--- src/rtl/dec_ecc_pipe.sv ---
// dec_ecc_pipe: two-stage pipelined extended-Hamming (SEC-DED) decoder.
//
// Stage 1 registers the received codeword together with its syndrome.
// Stage 2 classifies the syndrome, flips the single erroneous bit when
// correctable, and registers the data word with its status.
// The pipeline stalls as a whole: every register advances only when the
// output register is empty or is being drained by the sink.
//
// Code layout (K = log2(CODE_WIDTH)):
//   bits 0..K-1  Hamming parity, column 2^i
//   bit  K       overall parity, column 0
//   bits K+1..   data, columns 3,5,6,7,9,... (non-powers of two, ascending)
//
// Ports:
//   clk                  rising-edge clock
//   rst                  synchronous, active-low reset
//   in_valid / in_ready  input codeword handshake
//   codeword_with_errors received codeword (CODE_WIDTH bits)
//   out_valid / out_ready result handshake
//   data_out             corrected data word (CODE_WIDTH-K-1 bits)
//   err_status           00 clean, 01 corrected, 10 uncorrectable
//   err_pos              index of the corrected bit, 0 otherwise
//   syndrome             raw syndrome {overall, c}, registered with result
//   corr_cnt/uncorr_cnt  saturating error counters
//   cnt_clr              synchronous counter clear
//
// Optional feature macro: DEC_ERR_CNT_EN builds the error counters. When it
// is not defined the counter outputs are tied to zero and cnt_clr is ignored.

module dec_ecc_pipe #(
    parameter int CODE_WIDTH = 32,
    parameter int CNT_WIDTH  = 16
) (
    input  logic                                      clk,
    input  logic                                      rst,
    input  logic                                      in_valid,
    output logic                                      in_ready,
    input  logic [CODE_WIDTH-1:0]                     codeword_with_errors,
    output logic                                      out_valid,
    input  logic                                      out_ready,
    output logic [CODE_WIDTH-$clog2(CODE_WIDTH)-2:0]  data_out,
    output logic [1:0]                                err_status,
    output logic [$clog2(CODE_WIDTH)-1:0]             err_pos,
    output logic [$clog2(CODE_WIDTH):0]               syndrome,
    output logic [CNT_WIDTH-1:0]                      corr_cnt,
    output logic [CNT_WIDTH-1:0]                      uncorr_cnt,
    input  logic                                      cnt_clr
);

    localparam int K  = $clog2(CODE_WIDTH);
    localparam int DW = CODE_WIDTH - K - 1;

    // Column (parity-check matrix entry) of codeword bit b.
    function automatic logic [K-1:0] col_of(input int b);
        logic [K-1:0] r;
        int           idx;
        r   = '0;
        idx = K + 1;
        if (b < K) begin
            r[b] = 1'b1;
        end else if (b > K) begin
            for (int v = 3; v < CODE_WIDTH; v++) begin
                if ((v & (v - 1)) != 0) begin
                    if (idx == b) r = v[K-1:0];
                    idx++;
                end
            end
        end
        return r;
    endfunction

    logic                  adv;
    logic                  vld_p1_q, vld_p2_q;
    logic [CODE_WIDTH-1:0] cw_p1_q;
    logic [K:0]            syn_d, syn_p1_q, syn_p2_q;
    logic [CODE_WIDTH-1:0] corr_cw;
    logic [DW-1:0]         data_d, data_q;
    logic [1:0]            status_d, status_q;
    logic [K-1:0]          pos_d, pos_q;

    assign adv      = !vld_p2_q || out_ready;
    assign in_ready = adv;

    // ---- stage 1: syndrome of the incoming codeword ----
    always_comb begin
        logic [K-1:0] col;
        syn_d = '0;
        for (int b = 0; b < CODE_WIDTH; b++) begin
            col = col_of(b);
            for (int i = 0; i < K; i++) begin
                if (col[i]) syn_d[i] = syn_d[i] ^ codeword_with_errors[b];
            end
        end
        syn_d[K] = ^codeword_with_errors;
    end

    always_ff @(posedge clk) begin
        if (adv && in_valid) begin
            cw_p1_q  <= codeword_with_errors;
            syn_p1_q <= syn_d;
        end
    end

    // ---- stage 2: classify and correct ----
    always_comb begin
        corr_cw  = cw_p1_q;
        status_d = 2'b00;
        pos_d    = '0;
        if (syn_p1_q[K]) begin
            status_d = 2'b01;
            if (syn_p1_q[K-1:0] == '0) begin
                // Only the overall parity bit is wrong; data is untouched.
                pos_d = K'(K);
            end else begin
                for (int b = 0; b < CODE_WIDTH; b++) begin
                    if (b != K && col_of(b) == syn_p1_q[K-1:0]) begin
                        corr_cw[b] = ~cw_p1_q[b];
                        pos_d      = K'(b);
                    end
                end
            end
        end else if (syn_p1_q[K-1:0] != '0) begin
            status_d = 2'b10;
        end
        data_d = corr_cw[CODE_WIDTH-1:K+1];
    end

    always_ff @(posedge clk) begin
        if (!rst) begin
            vld_p1_q <= 1'b0;
            vld_p2_q <= 1'b0;
            data_q   <= '0;
            status_q <= '0;
            pos_q    <= '0;
            syn_p2_q <= '0;
        end else if (adv) begin
            vld_p1_q <= in_valid;
            vld_p2_q <= vld_p1_q;
            if (vld_p1_q) begin
                data_q   <= data_d;
                status_q <= status_d;
                pos_q    <= pos_d;
                syn_p2_q <= syn_p1_q;
            end
        end
    end

    assign out_valid  = vld_p2_q;
    assign data_out   = data_q;
    assign err_status = status_q;
    assign err_pos    = pos_q;
    assign syndrome   = syn_p2_q;

`ifdef DEC_ERR_CNT_EN
    logic                 xfer;
    logic [CNT_WIDTH-1:0] corr_d, corr_q, unc_d, unc_q;

    assign xfer = vld_p2_q && out_ready;

    // Clear wins over a same-cycle increment; both counters saturate.
    always_comb begin
        corr_d = corr_q;
        unc_d  = unc_q;
        if (cnt_clr) begin
            corr_d = '0;
            unc_d  = '0;
        end else if (xfer) begin
            if (status_q == 2'b01 && corr_q != '1) corr_d = corr_q + CNT_WIDTH'(1);
            if (status_q == 2'b10 && unc_q  != '1) unc_d  = unc_q  + CNT_WIDTH'(1);
        end
    end

    always_ff @(posedge clk) begin
        if (!rst) begin
            corr_q <= '0;
            unc_q  <= '0;
        end else begin
            corr_q <= corr_d;
            unc_q  <= unc_d;
        end
    end

    assign corr_cnt   = corr_q;
    assign uncorr_cnt = unc_q;
`else
    logic unused_cnt_clr;
    assign unused_cnt_clr = cnt_clr;
    assign corr_cnt       = '0;
    assign uncorr_cnt     = '0;
`endif

endmodule

--- config.mk ---
export PLATFORM = sky130hd
export DESIGN_NAME = dec_ecc_pipe
export DESIGN_NICKNAME = d
export VERILOG_FILES = /design/src/rtl/dec_ecc_pipe.sv
export SDC_FILE = /design/constraint.sdc
export NUM_CORES = 1
export LEC_CHECK = 0
export BUFFER_PORTS_ARGS = -buffer_cell sky130_fd_sc_hd__buf_2
export CORE_ASPECT_RATIO = 0.5
export CORE_MARGIN = 3
export CORE_UTILIZATION = 50
export CTS_CLUSTER_DIAMETER = 200
export DETAILED_ROUTE_END_ITERATION = 10
export PLACE_DENSITY = 0.75
export SETUP_SLACK_MARGIN = 0.1
export SYNTH_ARGS = -nofsm -noshare
export SYNTH_HDL_FRONTEND = slang
export SYNTH_SLANG_ARGS = --single-unit
--- constraint.sdc ---
create_clock -name clk -period 5.25 [get_ports clk]
set_input_delay 1.05 -clock clk [delete_from_list [all_inputs] [get_ports clk]]
set_output_delay 1.05 -clock clk [all_outputs]
set_load 0.005 [all_outputs]
; ---- Word-level counts from Yosys, hierarchy flattened
; Index checks and enable logic that the tools add are counted.
[totals]
reg_bits = 79
input_bits = 37
wordCells = 1636
[op_classes]
add_sub_neg = 24
eq_ne = 680
muxes = 816
n_bitwise = 101
n_reduce_logical = 7
[ops]
columns = operator, n
row1 = $eq 32x6->1 const B, 400
row2 = $eq 32x5->1 const B, 200
row3 = $mux 5, 667
row4 = $eq 32x4->1 const B, 50
row5 = $mux 32, 50
row6 = $add 32x2->32 const B, 24
row7 = $eq 5x5->1, 27
row8 = $mux 3, 38
row9 = $mux 4, 26
row10 = $xor 1x1->1, 75
row11 = $mux 26, 2
row12 = $reduce_xor 32->1, 1
row13 = $mux 1, 29
row14 = $not 1->1, 26
row15 = $mux 2, 4
row16 = $eq 2x5->1, 1
row17 = $eq 3x5->1, 1
row18 = $eq 4x5->1, 1
row19 = $logic_not 5->1, 1
row20 = $reduce_bool 5->1, 1
row21 = $reduce_and 2->1, 1
row22 = $logic_and 1x1->1, 1
row23 = $logic_not 1->1, 1
row24 = $logic_or 1x1->1, 1

; ---- Depth between registers and ports, before layout
; Gate-level depths: netlist of the first run.
[depth]
depth_word = 108
ltp_mapped = 7
depth_no_buf = 4

; ---- Least setup slack after synthesis of the first run
; Ideal clock, no wire load.
[synth_timing]
path_kind = input -> register
start = input out_ready
end = register cw_p1_q[10] (enable)
arrival_ns = 2.195
t_required_ns = 4.857
path_slack_ns = 2.662
path_stages = 3
n_path_buf = 1
path_cell_list = nand2b_1 > clkbuf_1 > and2_1
[synth_via]
elab_chain_cells = 2
[synth_lines]
columns = item, line
row1 = "start, declared", 40  ; input logic out_ready,
row2 = $logic_or 1x1->1, 81  ; assign adv = !vld_p2_q || out_ready;
row3 = via in_ready, 37  ; output logic in_ready,
row4 = $logic_and 1x1->1, 98  ; if (adv && in_valid) begin
row5 = "end signal, assigned", 99  ; cw_p1_q <= codeword_with_errors;
row6 = "end, declared", 74  ; logic [CODE_WIDTH-1:0] cw_p1_q;
; The timed path passes the listed nets, and every way through them passes these cells.
; A chain may end at the register's enable or synchronous reset.

; ---- Worst setup path after layout of the first run
[layout_timing]
start = input out_ready
end = output in_ready
[layout_via]
elab_chain_cells = 1
[layout_lines]
columns = item, line
row1 = $logic_or 1x1->1, 81
row2 = "end, declared", 37
; No other way between the ends.

==> impl_metrics.csv, run 1 <==
group,metric,value,unit
grt,antenna_found_initial,0,
critical_path,r2r_start,"out_valid$_SDFFE_PN0N_",
grt,grt_pass1_vias,2341,
critical_path,r2r_cells,4,
grt,grt_pass1_wl,11.9,mm
sta,period_needed,2.60,ns
synth,synthDistinctLibCells,40,
routing,postRouteAntennaNets,0,
clock_tree,tritoncts,"yes",
clock_tree,clk_pin_slew_worst_paths,0.05,ns
sta,fmax,385,MHz
grt,gr-usage-met1,0.244,
clock_tree,cts_buffer_depth,2,
die,rows,21,
clock_tree,postCtsSetupBuffers,0,
job,maxCapViolations,0,
clock_tree,cts-buffers-inserted,9,
routing,first_pass_iters,5,
grt,grt_max_degree,59,
final_layout,areaGrowthSynthToFinish,15.3,%
die,die_h,67.5,microns
die,io_pins,110,
clock_tree,cts.htree.levels,3,
routing,vias,2626,
power_and_ir_drop,leakage,1.73,nW
synth,ys_warn_count,0,
sta,finalSetupTns,0,ns
critical_path,crit_end,"in_ready",
routing,wl_per_cell,14.2,microns
power_and_ir_drop,powerDensity,414,mW/mm^2
sta,finClkSkew,0.00317,ns
power_and_ir_drop,seq_power_share,0.434,
power_and_ir_drop,p_sw,0.546,mW
critical_path,critPathKind,"in2out",
critical_path,timing.rr.end,"err_pos[4]$_SDFFE_PN0P_",
synth,ys_seq_area_frac,0.465,
power_and_ir_drop,combPwrFrac,0.235,
grt,top_usage_layer,"met2",
die,dieArea,0.00872,sq mm
final_layout,n_antenna_cell,0,
final_layout,drive_gt1_frac,0.229,
clock_tree,holdBufCountCts,0,
place,port_buffers,76,
sta,worstMarginPinSlew,1.19,ns
grt,use_met3,0.0616,
critical_path,startpoint,"out_ready",
sta,final_critical_path_setup_slack,2.65,ns
clock_tree,cts_resized,0,
sta,report.final.slew_viol_count,0,
sta,layout_worst_path_cycle_share,0.495,
synth,synth.area.top_cells,"edfxtp_1 25%, dfxtp_1 21%, xnor2_1 14%",
critical_path,slowest_delay,0.23,ns
min_path,hp-class,"reg2reg",
critical_path,crit_top_cell,"buf_2",
critical_path,path_cells,"buf_2 -> nand2b_1 -> buf_2",
sta,setup_viol,0,
routing,vias_per_cell,4.96,
grt,grt_usage,0.185,
routing,route.final.wire_length,7.52,mm
critical_path,worst_setup_path_end_kind,"primary output",
final_layout,layout_common_cells,"76 x buf_2, 62 x xnor2_1, 41 x nor2_1",
power_and_ir_drop,power.share.clock,0.330,
die,start_util,0.540,
critical_path,cp_max_fo,7,
place,place.gp.congestion,0.759,
synth,synth-seq-cells,72,
routing,drtIter0Drc,281,
die,die_x,129,microns
clock_tree,clock_sinks,72,
final_layout,final_nets,469,
critical_path,cp-start-kind,"input port",
synth,yosys.area.top_type,"edfxtp_1",
clock_tree,clk_latency,0.33,ns
critical_path,r2r_setup_slack,3.37,ns
critical_path,cp_slowest_cell,"nand2b_1",
routing,drc_errors,0,
sta,hold_viol_final,0,
power_and_ir_drop,p_int,1.26,mW
synth,synthCells,368,
grt,use_met2,0.278,
power_and_ir_drop,ir_drop,0.196,mV
synth,synth_area,0.00379,sq mm
die,core-area,0.00702,sq mm
critical_path,cp.required,4.20,ns
status,status,"finished clean",
grt,grt_overflow,0,
place,place_ws,2.50,ns
power_and_ir_drop,switching_share,0.303,
clock_tree,root_buffer,"clkbuf_16",
synth,yosysTopAreaCellShare,0.254,
place,hpwl,5.48,mm
synth,avgSynthCellArea,10.3,sq um
final_layout,final_common_cell,"buf_2",
sta,rsz0062_at_grt,"no",
critical_path,worstPathArrival,1.55,ns
sta,slew_headroom,0.209,
-- final cells by class --
class | count | area, sq um
fill | 615 | 2650
multi-input combinational | 269 | 1790
sequential | 72 | 1760
timing repair buffer | 77 | 388
clock buffer | 12 | 278
tap | 92 | 115
clock inverter | 4 | 23.8
inverter | 3 | 11.3
-- power by group through the flow --
stage / clock network, mW / registers, mW / logic [mW]
CTS: 0.613 / 0.781 / 0.428
global route: 0.645 / 0.799 / 0.471
detailed placement: 0 / 0.790 / 0.426
finish: 0.597 / 0.784 / 0.424
floorplan: 0 / 0.708 / 0.413
global placement: 0 / 0.788 / 0.420
-- metal layers --
layer	up-vias	wire, microns	part of all wire
met4	0	104	0.014
met5	-	0	0
met2	113	3260	0.43
met3	9	678	0.090
met1	1183	3480	0.46
li1	1321	-	-
-- how the worst min path moves through the flow --
stage	startpoint	endpoint	slack [ns]	depth (start not counted)
after floorplan	err_pos[0]$_SDFFE_PN0P_	err_pos[0]$_SDFFE_PN0P_	0.45	2
after global placement	err_status[1]$_SDFFE_PN0P_	err_status[1]$_SDFFE_PN0P_	0.44	2
after detailed placement	err_status[1]$_SDFFE_PN0P_	err_status[1]$_SDFFE_PN0P_	0.44	2
after CTS	err_status[1]$_SDFFE_PN0P_	err_status[1]$_SDFFE_PN0P_	0.45	2
after global routing	err_pos[4]$_SDFFE_PN0P_	err_pos[4]$_SDFFE_PN0P_	0.47	2
final	err_status[1]$_SDFFE_PN0P_	err_status[1]$_SDFFE_PN0P_	0.45	2
-- registers in the layout (all words and copies together), names as in the netlist --
register	count
syndrome	6
err_status	1
out_valid	1
cw_p1_q	26
err_pos	5
syn_p1_q	6
data_out	26
vld_p1_q	1
-- through the flow --
stage / utilization / instances / area, sq um / hold WS [ns] / total power [mW]
floorplan: - / 399 / 3900 / 0.448 / 1.12
global placement: 0.579 / 513 / 4060 / 0.437 / 1.21
detailed placement: 0.579 / 513 / 4060 / 0.443 / 1.22
CTS: 0.622 / 529 / 4370 / 0.451 / 1.82
global route: 0.622 / 529 / 4370 / 0.474 / 1.91
finish: 0.622 / 529 / 4370 / 0.449 / 1.81
-- cells in the mapped netlist --
| cell | instances |
|---|---|
| nand2_1 | 24 |
| buf_2 | 11 |
| dfxtp_1 | 40 |
| or2_1 | 1 |
| o2111ai_1 | 1 |
| or3_1 | 3 |
| buf_4 | 33 |
| a311o_1 | 2 |
| nor3_1 | 7 |
| nand3_1 | 4 |
| nor2_1 | 41 |
| o21a_1 | 2 |
| xor3_1 | 1 |
| a211oi_1 | 26 |
| nand4_1 | 2 |
| mux2i_1 | 2 |
| nand3b_1 | 2 |
| nand2b_1 | 3 |
| conb_1 | 1 |
| clkbuf_1 | 10 |
| edfxtp_1 | 32 |
| nor2b_1 | 4 |
| and2_1 | 2 |
| inv_1 | 3 |
| xor2_1 | 14 |
| a21boi_0 | 1 |
| xnor2_2 | 2 |
| nor3b_1 | 1 |
| o21ai_0 | 2 |
| nand4b_1 | 4 |
| xnor2_1 | 62 |
| a31o_2 | 1 |
| and3b_1 | 1 |
| xnor3_1 | 3 |
| a21oi_1 | 14 |
| xnor3_2 | 1 |
| and4bb_2 | 2 |
| buf_1 | 1 |
| a31oi_1 | 1 |
| a21o_1 | 1 |
-- critical path, delay by kind of cell --
family | cells | cell delay (ns)
buf+inv | 2 | 0.27
simple gates | 1 | 0.23
-- cells by family after synthesis --
group,after synthesis,share of synthesized area
multiplexers,2,0.00529
flip-flops,72,0.465
AND/OR/NAND/NOR,101,0.128
XOR/XNOR,83,0.215
AO/OA/AOI/OAI,51,0.0922
buffers and inverters,58,0.0938
other,1,0.000990
(Power assumes the default switching activity.)
==> run 2: changes to the inputs <==
==> constraint.sdc (replaced) <==
create_clock -name clk -period 2.5 [get_ports clk]
set_input_delay 0.5 -clock clk [delete_from_list [all_inputs] [get_ports clk]]
set_output_delay 0.5 -clock clk [all_outputs]
set_load 0.005 [all_outputs]
==> impl_metrics.csv, run 2 (synthesis results as in run 1) <==
group,metric,value,unit
sta,final_critical_path_setup_slack,0.658,ns
sta,fmax,543,MHz
routing,drtIter0Drc,174,
routing,postRouteAntennaNets,0,
power_and_ir_drop,combPwrFrac,0.232,
critical_path,r2r_cells,4,
grt,antenna_found_initial,0,
final_layout,final_common_cell,"buf_2",
routing,route.final.wire_length,7.78,mm
critical_path,cp.required,2.57,ns
sta,slew_headroom,0.495,
clock_tree,cts.htree.levels,3,
clock_tree,root_buffer,"clkbuf_16",
critical_path,path_delay_family,"XOR/XNOR gates",
place,place.gp.congestion,0.746,
critical_path,critPathKind,"in2reg",
routing,drc_errors,0,
critical_path,path_cells,"buf_2 -> xnor2_1 -> xnor3_2 -> xnor3_1 -> xor3_1",
min_path,hp-class,"in2reg",
critical_path,timing.rr.end,"data_out[0]$_SDFFE_PN0P_",
die,die_h,67.5,microns
sta,finClkSkew,0.00680,ns
grt,grt_overflow,0,
routing,wl_per_cell,14.6,microns
job,maxCapViolations,0,
grt,grt_pass1_vias,2418,
routing,wl_met1,3.64,mm
critical_path,r2r_setup_slack,0.68,ns
sta,finalSetupTns,0,ns
clock_tree,postCtsSetupBuffers,0,
routing,first_pass_iters,4,
routing,routed-wl-met3,567,microns
clock_tree,clock_sinks,72,
power_and_ir_drop,p_int,2.77,mW
clock_tree,cts_buffer_depth,2,
routing,top_layer,"met4",
clock_tree,tritoncts,"yes",
clock_tree,cts_resized,0,
power_and_ir_drop,powerDensity,888,mW/mm^2
final_layout,layout_common_cells,"76 x buf_2, 62 x xnor2_1, 41 x nor2_1",
power_and_ir_drop,ir_drop,0.704,mV
sta,setup_viol,0,
routing,vias_per_cell,4.97,
die,start_util,0.540,
grt,grt_usage,0.187,
critical_path,crit_end,"syn_p1_q[5]$_DFFE_PP_",
place,hpwl,5.73,mm
final_layout,n_antenna_cell,0,
power_and_ir_drop,leakage,1.77,nW
clock_tree,cts-buffers-inserted,9,
power_and_ir_drop,p_sw,1.17,mW
critical_path,cp_max_fo,3,
routing,wl_met2,3.48,mm
critical_path,cp_slowest_cell,"xnor3_2",
sta,layout_worst_path_cycle_share,0.737,
power_and_ir_drop,power,3.94,mW
place,place_ws,0.327,ns
place,port_buffers,76,
die,rows,21,
critical_path,r2r_start,"syn_p1_q[0]$_DFFE_PP_",
clock_tree,clk_pin_slew_worst_paths,0.05,ns
sta,worstMarginPinSlew,0.757,ns
power_and_ir_drop,seq_power_share,0.420,
power_and_ir_drop,power.share.clock,0.348,
critical_path,cp-start-kind,"input port",
clock_tree,clk_latency,0.33,ns
grt,grt_max_degree,44,
final_layout,fillers,606,
die,die_x,129,microns
critical_path,worst_setup_path_end_kind,"register",
critical_path,startpoint,"codeword_with_errors[12]",
routing,vias,2642,
sta,period_needed,1.84,ns
final_layout,areaGrowthSynthToFinish,17.2,%
critical_path,cp_num_cells,5,
critical_path,worstPathArrival,1.92,ns
final_layout,final_nets,472,
sta,hold_viol_final,0,
die,io_pins,110,
die,dieArea,0.00872,sq mm
sta,rsz0062_at_grt,"no",
sta,report.final.slew_viol_count,0,
final_layout,drive_gt1_frac,0.234,
clock_tree,holdBufCountCts,0,
power_and_ir_drop,switching_share,0.297,
critical_path,critPathBufInv,1,
grt,grt_pass1_wl,12.2,mm
die,core-area,0.00702,sq mm
critical_path,slowest_delay,0.51,ns
status,status,"finished clean",
[run 2: cell count changes in the layout (fill, tap and decap cells not counted)]
cell,change
buf_12,+1
buf_4,+2
inv_4,-1
clkinv_2,-1
clkbuf_16,+2
[run 2: layer usage]
layer  GRT usage  up-vias
met4      0.0602        0
met1       0.247     1193
met2       0.294      105
met5           0        -
met3      0.0640        9
li1            -     1335
[run 2: area by class of cell]
class	count	area (sq um)	share of cell area
clock buffer	14	328	0.0738
clock inverter	2	12.5	0.00282
timing repair buffer	80	423	0.0953
tap	92	115	0.0259
inverter	3	11.3	0.00254
multi-input combinational	269	1790	0.403
sequential	72	1760	0.397
[run 2: per-stage QoR]
step | instances | hold slack [ns] | cell area [sq um] | util
2_1_floorplan | 399 | 0.448 | 3900 | -
3_3_place_gp | 516 | 0.437 | 4100 | 0.584
3_5_place_dp | 516 | 0.446 | 4100 | 0.584
4_1_cts | 532 | 0.356 | 4440 | 0.633
5_1_grt | 532 | 0.352 | 4440 | 0.633
6_report | 532 | 0.367 | 4440 | 0.633
[run 2: power by group through the flow]
stage	Clock, mW	Combinational, mW	Sequential, mW
2_1_floorplan	0	0.867	1.49
3_3_place_gp	0	0.889	1.66
3_5_place_dp	0	0.904	1.67
4_1_cts	1.40	0.917	1.64
5_1_grt	1.46	1.00	1.68
6_report	1.37	0.913	1.66
[run 2: how the worst min path moves through the flow]
stage                                    start  depth (start not counted)                    endpoint  slack (ns)
floorplan              err_pos[0]$_SDFFE_PN0P_                          2     err_pos[0]$_SDFFE_PN0P_        0.45
global placement    err_status[1]$_SDFFE_PN0P_                          2  err_status[1]$_SDFFE_PN0P_        0.44
detailed placement     err_pos[4]$_SDFFE_PN0P_                          2     err_pos[4]$_SDFFE_PN0P_        0.45
CTS                   codeword_with_errors[28]                          1       cw_p1_q[28]$_DFFE_PP_        0.36
global route          codeword_with_errors[28]                          1       cw_p1_q[28]$_DFFE_PP_        0.35
finish                codeword_with_errors[28]                          1       cw_p1_q[28]$_DFFE_PP_        0.37
